[src/rtl/ifid_fetch_ctrl.sv]
// IF/ID fetch sequencer: owns the PC, runs a single-outstanding imem handshake and feeds the IF/ID register.
// Optional perf counters (perf_fetched, perf_stall) are built when IFID_FETCH_PERF_EN is defined.
//
// state  | meaning
// -------+---------------------------------------------------------------
// IDLE   | first cycle after reset, no request yet
// REQ    | imem_req high at pc, waiting for imem_gnt
// WAIT   | request granted, waiting for imem_rvalid (timeout counter runs)
// HOLD   | response parked in hold buffer while the IF/ID slot is stalled
module ifid_fetch_ctrl #(
    parameter logic [31:0] RESET_PC = 32'h0000_0000,
    parameter int unsigned MAX_WAIT = 16
) (
    input  logic        clk,
    input  logic        rst_n,
    output logic        imem_req,
    output logic [31:0] imem_addr,
    input  logic        imem_gnt,
    input  logic        imem_rvalid,
    input  logic [31:0] imem_rdata,
    output logic        id_valid,
    input  logic        id_ready,
    output logic [31:0] id_inst,
    output logic [31:0] id_pc,
    input  logic        redirect_valid,
    input  logic [31:0] redirect_pc,
    output logic        fetch_err
`ifdef IFID_FETCH_PERF_EN
    ,
    output logic [31:0] perf_fetched,
    output logic [31:0] perf_stall
`endif
);

    localparam logic [31:0] NOP     = 32'h0000_0013;
    localparam logic [7:0]  WAIT_TC = 8'(MAX_WAIT - 1);

    typedef enum logic [1:0] {
        S_IDLE,
        S_REQ,
        S_WAIT,
        S_HOLD
    } state_t;

    state_t      state_q, state_d;
    logic [31:0] pc_q, pc_d;
    logic        drop_q, drop_d;
    logic [7:0]  cnt_q, cnt_d;
    logic [31:0] hold_q, hold_d;
    logic        id_valid_q, id_valid_d;
    logic [31:0] id_inst_q, id_inst_d;
    logic [31:0] id_pc_q, id_pc_d;
    logic        fetch_err_q, fetch_err_d;
    logic        deliver;
    logic        slot_free;

    assign slot_free = !id_valid_q || id_ready;

    always_comb begin
        state_d     = state_q;
        pc_d        = pc_q;
        drop_d      = drop_q;
        cnt_d       = cnt_q;
        hold_d      = hold_q;
        id_valid_d  = id_valid_q && !id_ready;
        id_inst_d   = id_inst_q;
        id_pc_d     = id_pc_q;
        fetch_err_d = 1'b0;
        deliver     = 1'b0;

        case (state_q)
            S_IDLE: state_d = S_REQ;
            S_REQ: begin
                if (imem_gnt) begin
                    // a granted request cannot be withdrawn, so a same-cycle redirect marks it for discard
                    state_d = S_WAIT;
                    cnt_d   = WAIT_TC;
                    drop_d  = redirect_valid;
                end
            end
            S_WAIT: begin
                if (imem_rvalid) begin
                    if (drop_q || redirect_valid) begin
                        drop_d  = 1'b0;
                        state_d = S_REQ;
                    end else if (slot_free) begin
                        id_inst_d = imem_rdata;
                        deliver   = 1'b1;
                        state_d   = S_REQ;
                    end else begin
                        hold_d  = imem_rdata;
                        state_d = S_HOLD;
                    end
                end else if (cnt_q == 8'd0) begin
                    fetch_err_d = !redirect_valid;
                    drop_d      = 1'b0;
                    state_d     = S_REQ;
                end else begin
                    cnt_d = cnt_q - 8'd1;
                    if (redirect_valid) drop_d = 1'b1;
                end
            end
            S_HOLD: begin
                if (redirect_valid) begin
                    state_d = S_REQ;
                end else if (id_ready) begin
                    id_inst_d = hold_q;
                    deliver   = 1'b1;
                    state_d   = S_REQ;
                end
            end
            default: state_d = S_IDLE;
        endcase

        if (deliver) begin
            id_valid_d = 1'b1;
            id_pc_d    = pc_q;
            pc_d       = pc_q + 32'd4;
        end

        if (redirect_valid && state_q != S_IDLE) begin
            pc_d       = redirect_pc & ~32'd3;
            id_valid_d = 1'b0;
            hold_d     = '0;
        end
    end

    always_ff @(posedge clk) begin
        if (!rst_n) begin
            state_q     <= S_IDLE;
            pc_q        <= RESET_PC;
            drop_q      <= 1'b0;
            cnt_q       <= '0;
            hold_q      <= '0;
            id_valid_q  <= 1'b0;
            id_inst_q   <= NOP;
            id_pc_q     <= '0;
            fetch_err_q <= 1'b0;
        end else begin
            state_q     <= state_d;
            pc_q        <= pc_d;
            drop_q      <= drop_d;
            cnt_q       <= cnt_d;
            hold_q      <= hold_d;
            id_valid_q  <= id_valid_d;
            id_inst_q   <= id_inst_d;
            id_pc_q     <= id_pc_d;
            fetch_err_q <= fetch_err_d;
        end
    end

    assign imem_req  = (state_q == S_REQ);
    assign imem_addr = pc_q;
    assign id_valid  = id_valid_q;
    assign id_inst   = id_inst_q;
    assign id_pc     = id_pc_q;
    assign fetch_err = fetch_err_q;

`ifdef IFID_FETCH_PERF_EN
    logic [31:0] perf_fetched_q, perf_fetched_d;
    logic [31:0] perf_stall_q, perf_stall_d;

    always_comb begin
        perf_fetched_d = perf_fetched_q;
        perf_stall_d   = perf_stall_q;
        if (deliver && perf_fetched_q != 32'hFFFF_FFFF) perf_fetched_d = perf_fetched_q + 32'd1;
        if (id_valid_q && !id_ready && perf_stall_q != 32'hFFFF_FFFF) perf_stall_d = perf_stall_q + 32'd1;
    end

    always_ff @(posedge clk) begin
        if (!rst_n) begin
            perf_fetched_q <= '0;
            perf_stall_q   <= '0;
        end else begin
            perf_fetched_q <= perf_fetched_d;
            perf_stall_q   <= perf_stall_d;
        end
    end

    assign perf_fetched = perf_fetched_q;
    assign perf_stall   = perf_stall_q;
`endif

endmodule

[config.mk]
export PLATFORM = sky130hd
export DESIGN_NAME = ifid_fetch_ctrl
export DESIGN_NICKNAME = d
export VERILOG_FILES = /design/src/rtl/ifid_fetch_ctrl.sv
export SDC_FILE = /design/constraint.sdc
export NUM_CORES = 1
export LEC_CHECK = 0
export CAP_MARGIN = 10
export CORE_MARGIN = 3
export CORE_UTILIZATION = 45
export DETAILED_ROUTE_END_ITERATION = 12
export DONT_BUFFER_PORTS = 1
export PLACE_DENSITY = 0.6
export SYNTH_ARGS = -nofsm -noshare
export SYNTH_HDL_FRONTEND = slang
export SYNTH_SLANG_ARGS = --single-unit
[constraint.sdc]
create_clock -name clk -period 2.9 [get_ports clk]
set_input_delay 0.145 -clock clk [delete_from_list [all_inputs] [get_ports clk]]
set_output_delay 0.145 -clock clk [all_outputs]
set_load 0.02 [all_outputs]
Yosys cells after proc, flatten, opt, wreduce, memory -nomap -nowiden
Cells that the tools add are included.

storage, ports and cells
  register bits after elaboration = 141
  output and inout port bits = 99
  logic and storage cells = 85

operators by class
  add/sub/neg operators = 2
  equal/unequal tests = 15
  multiplexer cells = 33
  bitwise gates (word level) = 5
  reduce and logical (&&, ||, !) cells = 20

operator list
  operator                 count
  $mux W32                 7
  $pmux W32 S2             1
  $add A32 B3 Y32 const B  1
  $mux W8                  3
  $pmux W8 S2              1
  $mux W2                  7
  $ne A2 B2 Y1 const B     7
  $reduce_and A4 Y1        3
  $mux W1                  11
  $ne A3 B3 Y1 const B     3
  $logic_not A8 Y1         1
  $pmux W2 S4              1
  $reduce_bool A2 Y1       4
  $sub A8 B1 Y8 const B    1
  $reduce_and A6 Y1        1
  $not A1 Y1               5
  $eq A2 B2 Y1 const B     2
  $ne A4 B4 Y1 const B     1
  $pmux W1 S2              2
  $reduce_or A4 Y1         1
  $logic_not A1 Y1         3
  $reduce_and A3 Y1        1
  $eq A2 B1 Y1 const B     1
  $logic_and A1 B1 Y1      2
  other kinds (4)          5

Longest topological paths before layout
  word-level depth = 8
  depth in mapped cells = 8

Worst setup path before layout
No wires, ideal clock.

  kind = reg2reg
  start = register state_q[0]
  end = register id_inst_q[10], in the netlist id_inst[10]
  library setup time = 0.086 ns
  data arrival time = 1.921 ns
  required time = 2.814 ns
  setup slack = 0.893 ns
  stages on the path, launching flop included = 9
  path buffers = 2
  period minus slack after synthesis = 2.007 ns
  cell sequence = dfxtp_1 inv_1 ha_1 and3b_1 a2bb2oi_1 nor2_1 clkbuf_1 buf_2 a211oi_1

between the ends
  cells in the longest elaborated chain, start to end = 3
  elaborated cells on any way between the ends = 10
  those cells by class = eq/ne: 7; mux: 1; reduce/logical: 2

ends and longest elaborated chain
  what                                                                 RTL line  RTL
  start, declared                                                      45        state_t state_q, state_d;
  start signal, assigned                                               140       state_q <= state_d;
  $eq A2 B2 Y1                                                         71        case (state_q)
  $ne A2 B2 Y1 (no source line) or $reduce_bool A2 Y1 (tied branches)  n/a
  $reduce_and A6 Y1 (no source line)                                   n/a
  end signal, assigned                                                 146       id_inst_q <= id_inst_d;
  end, declared                                                        51        logic [31:0] id_inst_q, id_inst_d;

Several ways; a longest one is shown, not always the timed one.
A chain may end at the register's enable or synchronous reset.

Final worst setup path
  start = register state_q[0]
  end = register pc_q[17], in the netlist imem_addr[17]

between the ends
  cells in the longest elaborated chain, start to end = 3
  elaborated cells on any way between the ends = 7
  those cells by class = eq/ne: 2; mux: 2; reduce/logical: 3

ends and longest elaborated chain
  what                                                             RTL line  RTL
  $eq A2 B2 Y1 or $reduce_bool A2 Y1 (tied branches)               71, 121
  $pmux W1 S2 or $logic_and A1 B1 Y1 (tied branches)               71, 121
  $reduce_bool A2 Y1 (no source line) or $mux W32 (tied branches)  n/a
  end signal, assigned                                             141       pc_q <= pc_d;
  end, declared                                                    46        logic [31:0] pc_q, pc_d;

Several ways; a longest one is shown, not always the timed one.

==> metrics <==
Layout Cells excl Fill=970; Post-Syn Area per Cell=8.286 um2; CP startpoint kind=flop; routed wire length=16870 um; register area share after synthesis=45.66%; initial DRC count=472; FF+latch area=2743 um2; pre-CTS setup slack=0.5758 ns; Worst-Margin Slew=1.219 ns; antenna cells=0; PnR worst setup slack=0.5238 ns; multi-input logic area=3025 um2; overall power=0.004850 W; Worst path slowest cell=a2111oi_4; Max Fanout on Critical Path=8; Post-Synthesis Cells=725; count of cell types in the netlist=52; Clock Path Buffers=2; top_reg_cell synth=dfxtp_1; Die Y=121.5 um; status=complete, no violations; via count=5548; antenna violations before repair=0; Sw Ratio=25.42%; WHS=0.01976 ns; # port buffers=0; Psw=0.001233 W; Root Buffer=clkbuf_16; Detail Placement HPWL=10930 um; number of CTS-inserted buffers=17; Largest stage delay, worst path=0.52 ns; max cap viols=0; most frequent cells in the layout=nand2_1, dfxtp_1, a21oi_1; TNS Setup=0 ns; crit path time final=2.376 ns; Worst Clk Skew=0.006752 ns; Rel. slew slack=18.44%; critical path type=reg -> reg; Fin. Hold Viols=0; Worst Path Buf+Inv=1; clock power share=46.7%; Pint=0.003617 W; area of the core=12820 um2; Setup Viol. Count Final=0; Data arrival, critical path=2.71 ns; IO Pins=169; Tot GR Track Use=22.93%; Critical Path, Cell by Cell=inv_1, ha_1, nand3b_4, a2111oi_4, nand2_1, or4_1, a31oi_1; vias in the first global route=5405; TritonRoute pass-1 iters=5; TritonCTS clock tree=built; commonest non-fill, non-tap cell in the layout=nand2_1; RePlAce Congestion=0.8557; Post-synth EDFFs=0; Horiz. Die Dim=121.5 um; CTS HTree Levels=4; unrepaired setup endpoints after global routing=no; crit share post-route=81.94%; maximum vdd drop=0.3789 mV; total gr overflow=0; fmax=0.4208 GHz; die footprint=14770 um2; Wirelength per Cell=17.39 um; Slew Limit Fails=0; starting density of the core=46.84%; layout cells sized above 1=8.396%; first-pass GRT wire length=27190 um; mapped cell area=6007 um2; P&R area growth vs syn=24.91%; dpl cells=873; std cell rows=41; Fill cells=1139; PwrDens=646.4 nW/um2; largest net degree at the start of global routing=59; # hold bufs at CTS=65; post-cts resize count=0; combinational fraction of design power=10.0%; Top Family by Delay on Critical Path=simple AND/OR/NAND/NOR gates; hold crit path type=in -> reg; CTS sink cnt=137; sequential share of power=43.3%; post-DR vias/cell=5.720; Post-CTS Repair Setup Buffers=0; Synth Register Bits=137; Clock Pin Slew Worst Setup and Hold Paths=0.06 ns; async set-reset flop share out of synthesis=0%; LEAKAGE=2.471 nW; YS warnings=0; antenna viol nets, final=0; fin nets=864; clock latency on the worst-skew pair=0.41 ns; critical path data required time=3.24 ns; Setup crit end kind=flop; Remaining DRCs=0
==> power by group through the flow <==
stage / clock network (W) / registers, W / logic [W]
after floorplan: 0 / 0.00213 / 0.000289
after global placement: 0 / 0.00214 / 0.000378
after CTS: 0.00230 / 0.00210 / 0.000481
after detailed placement: 0 / 0.00214 / 0.000393
final: 0.00226 / 0.00210 / 0.000484
after global routing: 0.00238 / 0.00211 / 0.000537
==> worst paths after layout <==
| check | startpoint | cells after the start | end | slack, ns |
|---|---|---|---|---|
| hold / removal | imem_rdata[4] | 2 | id_inst[4] | 0.02 |
| hold reg to reg | hold_q[8] | 2 | hold_q[8] | 0.45 |
| setup reg to reg | state_q[0] | 7 | imem_addr[17] | 0.52 |
| setup / recovery | state_q[0] | 7 | imem_addr[17] | 0.52 |
==> sequential cells by signal, summed over array words and instances (netlist names) <==
name	count
hold_q	32
id_inst	32
id_valid	1
fetch_err	1
imem_addr	30
cnt_q	8
state_q	2
id_pc	30
drop_q	1
==> worst reg2reg max path: stages, from the launching register on <==
cell and delay (ns):
dfxtp_1 0.36, inv_1 0.11, ha_1 0.34, nand3b_4 0.17, a2111oi_4 0.52, nand2_1 0.14, or4_1 0.48, a31oi_1 0.18
==> layer usage <==
metal	wire, um	global-route usage [%]
met3	1579	8.728
met1	6977	27.67
met4	278	7.423
met2	8030	37.82
met5	0	0
==> stage by stage <==
stage / util [%] / area [um2]
after floorplan: - / 6018
after global placement: 48.54 / 6225
after detailed placement: 48.54 / 6225
after CTS: 58.43 / 7493
after global routing: 58.51 / 7503
final: 58.51 / 7503
==> area by class of cell <==
class	count	area share (%)
Multi-Input combinational cell	528	40.32
Sequential cell	137	36.55
Timing Repair Buffer	91	11.47
Clock buffer	19	5.903
Tap cell	172	2.868
Clock inverter	12	2.334
Inverter	11	0.5503
==> logic make-up after synthesis <==
logic type / Yosys count / share of synthesized area, %
DFF: 137 / 45.66
adders and majority gates: 8 / 1.666
xor gates and xnor gates: 21 / 3.062
buffers and inverters: 63 / 4.457
and+or+nand+nor: 277 / 20.87
muxes: 35 / 5.853
other: 1 / 0.06243
AOI/OAI and AO/OA: 183 / 18.37
==> synth_stat cells, types with 3 or more instances <==
cell type,instances,area share [%]
or3_1,5,0.52
nand2_1,143,8.9
nor3_1,11,0.92
xnor2_1,5,0.73
a211oi_1,32,4.0
clkbuf_1,37,2.3
nand3_1,19,1.6
nand4b_1,3,0.44
o21ai_0,34,2.8
or2_2,3,0.31
and3_1,5,0.52
inv_1,10,0.62
o311ai_0,4,0.58
buf_4,5,0.62
xor2_1,16,2.3
mux2i_1,34,5.7
ha_1,8,1.7
a31oi_1,6,0.62
dfxtp_1,137,46
nand4_1,18,1.9
buf_2,10,0.83
nor2_1,51,3.2
a21oi_1,91,7.6
nor4_1,5,0.52
No activity file was read; power rests on OpenSTA's default activity.
